## src/rtl/eth_pkg.sv

```systemverilog
// Shared definitions for the RGMII receive framer: FSM states, framing
// constants and the byte-wide reflected CRC-32 helper.
package eth_pkg;

  typedef enum logic [2:0] {
    WAIT_IDLE = 3'd0,
    IDLE      = 3'd1,
    PRE       = 3'd2,
    DATA      = 3'd3,
    DROP      = 3'd4
  } rx_state_e;

  localparam logic [7:0]  PREAMBLE      = 8'h55;
  localparam logic [7:0]  SFD           = 8'hD5;
  localparam logic [31:0] CRC32_POLY    = 32'hEDB88320;
  localparam logic [31:0] CRC32_RESIDUE = 32'hC704DD7B;

  // One byte of the LSB-first (reflected) CRC-32 update, no final inversion.
  function automatic logic [31:0] crc32_byte(input logic [31:0] crc, input logic [7:0] data);
    logic [31:0] c;
    c = crc ^ {24'h000000, data};
    for (int i = 0; i < 8; i++) begin
      c = c[0] ? ((c >> 1) ^ CRC32_POLY) : (c >> 1);
    end
    return c;
  endfunction

  // The residue constant is written in MSB-first form; the register runs
  // reflected, so it is mirrored before comparison.
  function automatic logic [31:0] bit_reverse32(input logic [31:0] v);
    logic [31:0] r;
    r = 32'h00000000;
    for (int i = 0; i < 32; i++) begin
      r[i] = v[31-i];
    end
    return r;
  endfunction

endpackage

```

## src/rtl/crc32_d8.sv

```systemverilog
// Combinational byte-wide CRC-32 next-state (reflected, poly 0xEDB88320).
module crc32_d8
  import eth_pkg::*;
(
  input  logic [31:0] crc_i,
  input  logic [7:0]  data_i,
  output logic [31:0] crc_o
);

  assign crc_o = crc32_byte(crc_i, data_i);

endmodule

```

## src/rtl/rgmii_rx_framer.sv

```systemverilog
// RGMII receive framer: strips preamble/SFD, withholds the 4-byte FCS,
// emits payload bytes with sop/eop/err and counts good/bad frames.
// Optional feature macro: RX_CRC_CHECK_EN (FCS check on received frames).
module rgmii_rx_framer
  import eth_pkg::*;
#(
  parameter int MAX_FRAME = 1522,
  parameter int MIN_FRAME = 64
) (
  input  logic        clk,
  input  logic        reset,
  input  logic [7:0]  rx_data,
  input  logic [1:0]  rx_ctl,
  output logic [7:0]  out_data,
  output logic        out_valid,
  output logic        out_sop,
  output logic        out_eop,
  output logic        out_err,
  output logic [15:0] frames_ok,
  output logic [15:0] frames_bad
);

  rx_state_e   state_q;
  logic [7:0]  data_q;
  logic        dv_q;
  logic        er_q;
  logic [2:0]  pre_cnt_q;
  logic [15:0] byte_cnt_q;
  logic [7:0]  hb_q [0:3];
  logic [7:0]  la_q;
  logic        la_vld_q;
  logic        first_q;
  logic        er_seen_q;

  logic [15:0] byte_cnt_d;
  logic        crc_bad_s;
  logic        frame_err_s;

  assign byte_cnt_d  = (byte_cnt_q == 16'hFFFF) ? byte_cnt_q : byte_cnt_q + 16'd1;
  assign frame_err_s = er_seen_q | (byte_cnt_q < 16'(MIN_FRAME)) | crc_bad_s;

`ifdef RX_CRC_CHECK_EN
  logic [31:0] crc_q;
  logic [31:0] crc_d;

  crc32_d8 u_crc (
    .crc_i  (crc_q),
    .data_i (data_q),
    .crc_o  (crc_d)
  );

  // Running CRC over every DATA byte; re-seeded whenever no frame is open.
  always_ff @(posedge clk or posedge reset) begin
    if (reset) begin
      crc_q <= 32'hFFFFFFFF;
    end else if (state_q == DATA && dv_q) begin
      crc_q <= crc_d;
    end else if (state_q != DATA) begin
      crc_q <= 32'hFFFFFFFF;
    end else begin
      crc_q <= crc_q;
    end
  end

  assign crc_bad_s = (bit_reverse32(crc_q) != CRC32_RESIDUE);
`else
  assign crc_bad_s = 1'b0;
`endif

  // Input register, framing FSM, FCS holdback / lookahead and registered outputs.
  always_ff @(posedge clk or posedge reset) begin
    if (reset) begin
      state_q    <= WAIT_IDLE;
      data_q     <= 8'h00;
      dv_q       <= 1'b0;
      er_q       <= 1'b0;
      pre_cnt_q  <= 3'd0;
      byte_cnt_q <= 16'd0;
      hb_q[0]    <= 8'h00;
      hb_q[1]    <= 8'h00;
      hb_q[2]    <= 8'h00;
      hb_q[3]    <= 8'h00;
      la_q       <= 8'h00;
      la_vld_q   <= 1'b0;
      first_q    <= 1'b0;
      er_seen_q  <= 1'b0;
      out_data   <= 8'h00;
      out_valid  <= 1'b0;
      out_sop    <= 1'b0;
      out_eop    <= 1'b0;
      out_err    <= 1'b0;
      frames_ok  <= 16'd0;
      frames_bad <= 16'd0;
    end else begin
      data_q    <= rx_data;
      dv_q      <= rx_ctl[0];
      er_q      <= rx_ctl[0] ^ rx_ctl[1];
      out_valid <= 1'b0;
      out_sop   <= 1'b0;
      out_eop   <= 1'b0;
      out_err   <= 1'b0;
      case (state_q)
        WAIT_IDLE: begin
          if (!dv_q) state_q <= IDLE;
        end
        IDLE: begin
          if (dv_q) begin
            if (data_q == PREAMBLE) begin
              state_q   <= PRE;
              pre_cnt_q <= 3'd1;
            end else begin
              state_q <= DROP;
            end
          end
        end
        PRE: begin
          if (!dv_q) begin
            state_q <= IDLE;
          end else if (data_q == PREAMBLE) begin
            if (pre_cnt_q == 3'd7) state_q <= DROP;
            else                   pre_cnt_q <= pre_cnt_q + 3'd1;
          end else if (data_q == SFD) begin
            state_q    <= DATA;
            byte_cnt_q <= 16'd0;
            la_vld_q   <= 1'b0;
            first_q    <= 1'b1;
            er_seen_q  <= 1'b0;
          end else begin
            state_q <= DROP;
          end
        end
        DATA: begin
          if (!dv_q) begin
            // End of frame: the lookahead byte is the last payload byte.
            state_q  <= IDLE;
            la_vld_q <= 1'b0;
            if (la_vld_q) begin
              out_valid <= 1'b1;
              out_data  <= la_q;
              out_sop   <= first_q;
              out_eop   <= 1'b1;
              out_err   <= frame_err_s;
            end
            if (la_vld_q && !frame_err_s) frames_ok  <= frames_ok + 16'd1;
            else                          frames_bad <= frames_bad + 16'd1;
          end else if (byte_cnt_q == 16'(MAX_FRAME)) begin
            // Oversize: close the frame on the byte already held, drop the rest.
            state_q  <= DROP;
            la_vld_q <= 1'b0;
            if (la_vld_q) begin
              out_valid <= 1'b1;
              out_data  <= la_q;
              out_sop   <= first_q;
              out_eop   <= 1'b1;
              out_err   <= 1'b1;
            end
            frames_bad <= frames_bad + 16'd1;
          end else begin
            byte_cnt_q <= byte_cnt_d;
            er_seen_q  <= er_seen_q | er_q;
            hb_q[0]    <= data_q;
            hb_q[1]    <= hb_q[0];
            hb_q[2]    <= hb_q[1];
            hb_q[3]    <= hb_q[2];
            if (byte_cnt_q >= 16'd4) begin
              la_q     <= hb_q[3];
              la_vld_q <= 1'b1;
            end
            if (la_vld_q) begin
              out_valid <= 1'b1;
              out_data  <= la_q;
              out_sop   <= first_q;
              first_q   <= 1'b0;
            end
          end
        end
        DROP: begin
          if (!dv_q) state_q <= IDLE;
        end
        default: begin
          state_q <= WAIT_IDLE;
        end
      endcase
    end
  end

endmodule
```

## config.mk

```make
export PLATFORM = sky130hd
export DESIGN_NAME = rgmii_rx_framer
export DESIGN_NICKNAME = d
export VERILOG_FILES = /design/src/rtl/eth_pkg.sv /design/src/rtl/crc32_d8.sv /design/src/rtl/rgmii_rx_framer.sv
export SDC_FILE = /design/constraint.sdc
export NUM_CORES = 1
export LEC_CHECK = 0
export BUFFER_PORTS_ARGS = -buffer_cell sky130_fd_sc_hd__clkbuf_2
export CAP_MARGIN = 20
export CELL_PAD_IN_SITES_DETAIL_PLACEMENT = 0
export CELL_PAD_IN_SITES_GLOBAL_PLACEMENT = 1
export CORE_ASPECT_RATIO = 0.9
export CORE_MARGIN = 2
export CORE_UTILIZATION = 41
export CTS_CLUSTER_SIZE = 12
export DETAILED_ROUTE_END_ITERATION = 6
export PLACE_DENSITY = 0.79
export SKIP_CTS_REPAIR_TIMING = 1
export SLEW_MARGIN = 10
export SYNTH_ARGS = -nofsm -noshare
export SYNTH_HDL_FRONTEND = slang
export SYNTH_SLANG_ARGS = --single-unit
```

## constraint.sdc

```tcl
create_clock -name clk -period 3.35 [get_ports clk]
set_input_delay 0.1675 -clock clk [delete_from_list [all_inputs] [get_ports clk]]
set_output_delay 0.1675 -clock clk [all_outputs]
set_load 0.03 [all_outputs]
```

==> flow_summary.json, run 1 <==
{
  "synthFlopType": "dfrtp_1",
  "fin_crit_ps": 2479,
  "clockBufferDepth": 2,
  "worst_slew_pin_slew_ps": 757.7,
  "synth_warnings": 0,
  "finClkSkew_ps": 12.99,
  "yosys_register_bits": 119,
  "setup_viol": 0,
  "end_kind": "register",
  "grt_pass1_vias": 3734,
  "grt_usage_pct": 17.11,
  "whs_ps": 401.0,
  "avgSynthCellArea_um2": 10.31,
  "critPathSlowestCell": "and3b_1",
  "async_reset_ff_share_pct": 100.0,
  "wl_per_cell_um": 13.94,
  "setup_ws_ps": 871.1,
  "grt_overflow": 0,
  "via_per_inst": 5.028,
  "synth_cell_type_count": 51,
  "syn_nets": 529,
  "critical_path.cell_chain": "and3b_1 -> nand2_1 -> inv_1 -> nand4_1 -> nor3_1 -> xor2_1",
  "power_density_mw_per_mm2": 539.7,
  "cp-start-kind": "register",
  "dp_hpwl_um": 6952,
  "required_ps": 3670,
  "clockRootBuffer": "clkbuf_16",
  "htree_levels": 4,
  "place_worst_setup_slack_ps": 878.5,
  "die_w_um": 123.4,
  "insertion_delay_ps": 410,
  "gp_congestion": 0.8221,
  "tns_ps": 0,
  "cts_buffers": 17,
  "final-max-slew-violation-count": 0,
  "rows": 39,
  "vias": 3791,
  "cts.reportedPaths.clkPinSlew_ps": 50,
  "drive_above_1_share_pct": 16.78,
  "crit_family": "simple AND/OR/NAND/NOR gates",
  "cts_tree": "built",
  "n_antenna_cell": 0,
  "drv_cap": 0,
  "syn2layout_area_growth_pct": 21.74,
  "path_buf_inv": 1,
  "fillCellCount": 1169,
  "cpPeakStageDelay_ps": 510,
  "cp_max_fo": 14,
  "multi_input_area_mm2": 0.002126,
  "seq_area_frac_synth_pct": 56.61,
  "cts.sinks": 119,
  "start_util_pct": 41.78,
  "relSlewSlack_pct": 49.43,
  "arrival_ps": 2800,
  "fmax_ghz": 0.4034,
  "fin_nets": 596,
  "dr.pass1.iters": 4,
  "fin_crit_sh_pct": 74.00,
  "finalWirelength_um": 10510,
  "drtIter0Drc": 246,
  "min_path_type": "input port to register",
  "drc_errors": 0,
  "grt_pass1_wl_um": 18450,
  "dieArea_mm2": 0.01375,
  "status": "complete, no violations",
  "rsz0062_at_grt": "false",
  "seq_area_mm2": 0.002978,
  "die_h_um": 111.5,
  "drtAntennaViolNets": 0,
  "synth_edf_count": 0,
  "netlist_instances": 510,
  "leakagePower_nw": 3.256,
  "hold_viol_final": 0,
  "irDropWorstVdd_uv": 309.4,
  "fin_util_pct": 50.86,
  "grt_antenna_before_repair": 0,
  "grt_max_degree": 64,
  "synth_area_mm2": 0.005260,
  "io_pins": 56,
  "io_buffers": 55,
  "fp.coreArea_mm2": 0.01259,
  "worstSetupPathType": "register to register"
}
-- power breakdown --
part	leakage, nW	internal, W	total (W)	switching (W)
clock network	0.310	0.00132	0.00192	0.000597
logic	1.31	0.0000279	0.0000700	0.0000420
registers	1.64	0.00145	0.00147	0.0000161
-- per-stage QoR --
| stage | area [µm²] | power, W | std cells |
|---|---|---|---|
| final | 6404 | 0.003456 | 754 |
| after floorplan | 5260 | 0.001536 | 510 |
| after detailed placement | 5659 | 0.001556 | 711 |
| after CTS | 6294 | 0.003488 | 743 |
| after global placement | 5659 | 0.001553 | 711 |
| after global routing | 6404 | 0.003591 | 754 |
-- Yosys cell counts (9+ instances only) --
cell / number / area (µm²)
nand4_1: 17 / 106.4
and3_1: 11 / 68.82
a21oi_1: 15 / 75.07
o21ai_0: 9 / 45.04
dfrtp_1: 119 / 2978
nand3_1: 18 / 90.09
inv_1: 10 / 37.54
mux2_1: 11 / 123.9
nor2_1: 15 / 56.30
xnor2_1: 23 / 201.4
nand2_1: 153 / 574.3
xor2_1: 9 / 78.83
-- layout make-up --
class                      count  area share (%)
timing repair buffer          69           6.565
clock inverter                 8           2.227
multi-input combinational    360           33.20
inverter                      10          0.6252
sequential                   119           46.50
tap                          164           3.204
clock buffer                  24           7.679
-- registers in the layout, indices dropped and copies added (netlist names) --
| register | cells |
|---|---|
| first_q | 1 |
| out_valid | 1 |
| frames_ok | 16 |
| out_data | 8 |
| data_q | 8 |
| er_seen_q | 1 |
| frames_bad | 16 |
| la_q | 8 |
| out_sop | 1 |
| dv_q | 1 |
| out_eop | 1 |
| byte_cnt_q | 16 |
| out_err | 1 |
| state_q | 3 |
| la_vld_q | 1 |
| hb_q | 32 |
| pre_cnt_q | 3 |
| er_q | 1 |
-- layout by cell type (no fill, tap or decap), types with 4 or more instances in the layout --
master and instances:
or4b_1 5, dlygate4sd3_1 11, xnor2_1 23, ha_1 7
bufinv_16 4, o31ai_1 8, clkbuf_8 4, and3_1 11
nand4_1 17, o21ai_0 9, nand2_1 153, clkbuf_2 55
nor3_1 4, xor2_1 9, mux2_1 11, nor2_1 15
nand3_1 18, dfrtp_1 119, and4_1 5, clkbuf_16 17
nor4_1 4, inv_1 9, a21oi_1 15, or4_1 7
-- worst paths after layout --
kind / startpoint / slack [ps] / end / cells after the start
setup / recovery: state_q[2]$_DFFE_PP0P_ / 870 / frames_ok[15]$_DFFE_PP0P_ / 6
hold / removal: rx_data[2] / 400 / data_q[2]$_DFF_PP0_ / 2
max in group asynchronous: reset / 2160 / er_seen_q$_DFFE_PP0P_ / 4
hold reg to reg: data_q[3]$_DFF_PP0_ / 460 / hb_q[27]$_DFFE_PP0N_ / 2
setup reg to reg: state_q[2]$_DFFE_PP0P_ / 870 / frames_ok[15]$_DFFE_PP0P_ / 6
min in group asynchronous: reset / 430 / out_data[2]$_DFFE_PP0P_ / 3
-- kinds of logic (layout without fill, tap and decap cells) --
kind of cell	Yosys count	in the layout	share of synthesized area, %
adder cells (fa/ha/maj)	7	7	1.665
XOR/XNOR	32	32	5.328
AND/OR/NAND/NOR	260	260	24.29
buffers and inverters	31	111	3.021
AO/OA/AOI/OAI	47	47	6.161
flip-flops	119	119	56.61
multiplexers	14	14	2.926
-- routing by layer --
| metal | part of all wire, % | vias to the layer above | track usage (%) |
|---|---|---|---|
| met2 | 45 | 80 | 23.96 |
| met4 | 0.38 | 0 | 4.924 |
| li1 | - | 1894 | - |
| met5 | 0 | - | 0 |
| met1 | 49 | 1815 | 24.81 |
| met3 | 4.7 | 2 | 6.352 |
Note: power is estimated with default switching activity, not from simulation.
==> run 2, diff against run 1 <==
- ABC_AREA: default -> 1
- CORE_UTILIZATION: 41 -> 43
- PLACE_DENSITY: 0.79 -> 0.82
- clock period: 3.35 -> 2.38 ns (I/O delays scaled with it)
==> run 2 against run 1 <==
Clock skew fell by 5.9 ps. Fmax rose by 20%. Synthesized area rose by 13%. Global-route usage rose by 0.69 points. First-iteration DRC count rose by 19%. Final cell count rose by 34%. Combinational power rose to 2.9 times the previous value. Sequential power rose by 41%. Clock-buffer cell count fell by 4. Clock power rose by 36%. Worst hold slack got worse by 63 ps. Register-to-register slack got worse by 550 ps. Largest cell class unchanged.
==> flow_summary.json, run 2 <==
{
  "status": "complete, no violations",
  "hold_viol_final": 0,
  "fin_nets": 850,
  "irDropWorstVdd_uv": 562.9,
  "synth_most_common_cell": "nand2_1",
  "drv_cap": 0,
  "syn_nets": 773,
  "end_kind": "register",
  "met2_usage_pct": 28.06,
  "finalNonFillerCells": 1012,
  "synth_edf_count": 0,
  "grt_overflow": 0,
  "worst_slew_pin_slew_ps": 667.3,
  "grt_pass1_wl_um": 21090,
  "drive_above_1_share_pct": 14.57,
  "grtUsageMet1_pct": 23.66,
  "fp.coreArea_mm2": 0.01341,
  "top_register": "hb_q",
  "grt_antenna_before_repair": 0,
  "async_reset_ff_share_pct": 100.0,
  "rows": 40,
  "synth_common_cells": "nand2_1 (311), dfrtp_1 (119), nor2_1 (71)",
  "vias": 4866,
  "syn2layout_area_growth_pct": 19.55,
  "via_per_inst": 4.808,
  "insertion_delay_ps": 420,
  "dp_hpwl_um": 8378,
  "finalWirelength_um": 12070,
  "io_buffers": 55,
  "power_density_mw_per_mm2": 687.2,
  "fin_crit_sh_pct": 86.52,
  "largest_reg_flops": 32,
  "drc_errors": 0,
  "dr.pass1.iters": 7,
  "numPlacedInstances": 969,
  "cts.sinks": 119,
  "n_antenna_cell": 0,
  "yosys-top-cells-area": "dfrtp_1 (50%), nand2_1 (20%), nor2_1 (4.5%)",
  "setup_viol": 0,
  "gr-max-usage-layer": "met2",
  "clockRootBuffer": "clkbuf_16",
  "gp_congestion": 0.8152,
  "wl_per_cell_um": 11.92,
  "yosys_register_bits": 119,
  "cp-start-kind": "register",
  "cts_tree": "built",
  "required_ps": 2680,
  "synth_cell_type_count": 31,
  "dieArea_mm2": 0.01479,
  "grt_pass1_vias": 4549,
  "finClkSkew_ps": 7.048,
  "synth_top_area_share_pct": 50.07,
  "clockBufferDepth": 2,
  "synthFlopType": "dfrtp_1",
  "final-max-slew-violation-count": 0,
  "min_path_type": "input port to async pin",
  "grt_max_degree": 54,
  "synth_warnings": 0,
  "fin_crit_ps": 2059,
  "synth_area_mm2": 0.005947,
  "avgSynthCellArea_um2": 7.887,
  "power_w": 0.004885,
  "leakagePower_nw": 3.610,
  "worstSetupPathType": "register to register",
  "io_pins": 56,
  "rsz0062_at_grt": "false",
  "fillCellCount": 1277,
  "die_h_um": 115.6,
  "grt_use_met3_pct": 5.263,
  "netlist_instances": 754,
  "cp_max_fo": 38,
  "htree_levels": 4,
  "die_w_um": 128.0,
  "grt_usage_pct": 17.80,
  "cts.reportedPaths.clkPinSlew_ps": 60,
  "arrival_ps": 2360,
  "relSlewSlack_pct": 55.42,
  "cts_buffers": 17,
  "start_util_pct": 44.34,
  "drtIter0Drc": 292,
  "seq_area_frac_synth_pct": 50.07,
  "layout_common_cells": "nand2_1 (311), dfrtp_1 (119), nor2_1 (71)",
  "synth_top_area_cell": "dfrtp_1",
  "drtAntennaViolNets": 0,
  "fmax_ghz": 0.4857,
  "tns_ps": 0,
  "final_common_cell": "nand2_1"
}
-- run 2: cell types whose count changed in the layout (fill, tap and decap cells not counted), moves of 9 or more --
| cell | change |
|---|---|
| nand2_1 | +158 |
| nor2_1 | +56 |
| inv_1 | +36 |
| nand3_1 | +35 |
| o21ai_0 | +18 |
| xor2_1 | +16 |
| nor3_1 | +13 |
| xnor2_1 | -13 |
| and3_1 | -11 |
| mux2_1 | -11 |
| a21oi_1 | -10 |
| nand4_1 | -9 |
-- run 2: worst max-delay path, cell delays in order (launching register included) --
cell and delay [ps]:
dfrtp_1 430, inv_1 90, ha_1 200, nand2_1 60, inv_1 40, nand2_1 50, nor2_1 60, nand2_2 110
nand2_1 90, inv_2 440, nand2_2 210, nand2_1 110, nand2_1 60
-- run 2: final timing paths --
| kind | startpoint | to | slack, ps | depth (start not counted) |
|---|---|---|---|---|
| worst max-delay path | byte_cnt_q[0]$_DFFE_PP0P_ | la_q[3]$_DFFE_PP0P_ | 320 | 12 |
| max in group asynchronous | reset | data_q[7]$_DFF_PP0_ | 1380 | 4 |
| worst min register to register | hb_q[25]$_DFFE_PP0N_ | hb_q[17]$_DFFE_PP0N_ | 460 | 2 |
| min in group clk | rx_data[1] | data_q[1]$_DFF_PP0_ | 350 | 2 |
| worst min-delay path | reset | frames_ok[7]$_DFFE_PP0P_ | 340 | 3 |
| worst max register to register | byte_cnt_q[0]$_DFFE_PP0P_ | la_q[3]$_DFFE_PP0P_ | 320 | 12 |
-- run 2: final cells by class --
cell class / instances / area [µm²] / area share [%]
flip-flops and latches: 119 / 2978 / 41.89
repair buffers: 76 / 473.0 / 6.653
inverters: 54 / 206.4 / 2.904
well taps: 168 / 210.2 / 2.957
clock buffers: 20 / 456.7 / 6.424
multi-input cells: 563 / 2635 / 37.06
clock inverters: 12 / 150.1 / 2.112
-- run 2: cell families after synthesis --
family                   share of synthesized area, %
AND/OR/NAND/NOR                                 34.17
buffers and inverters                           5.617
flip-flops                                      50.07
adder cells (fa/ha/maj)                         1.473
XOR/XNOR                                        5.155
AO/OA/AOI/OAI                                   3.514
-- run 2: layer usage --
layer  share of wire (%)  up-vias
met5                   0        -
met4                 1.4        0
met3                 3.9       20
met2                  46       80
met1                  49     2240
li1                    -     2526
-- run 2: stage by stage --
step	area (µm²)	utilization (%)	hold WS, ps	worst slack, ps
CTS	6999	52.18	-215.5	280.7
global route	7109	53.00	333.6	71.12
detailed placement	6392	47.66	228.6	296.7
finish	7109	53.00	337.6	320.9
floorplan	5951	-	150.4	732.4
global placement	6392	47.66	228.7	369.9
-- run 2: power breakdown --
part           internal [W]  leakage (nW)  switching (W)
Clock               0.00170         0.292       0.000911
Sequential          0.00206          1.64      0.0000208
Combinational     0.0000734          1.68       0.000129
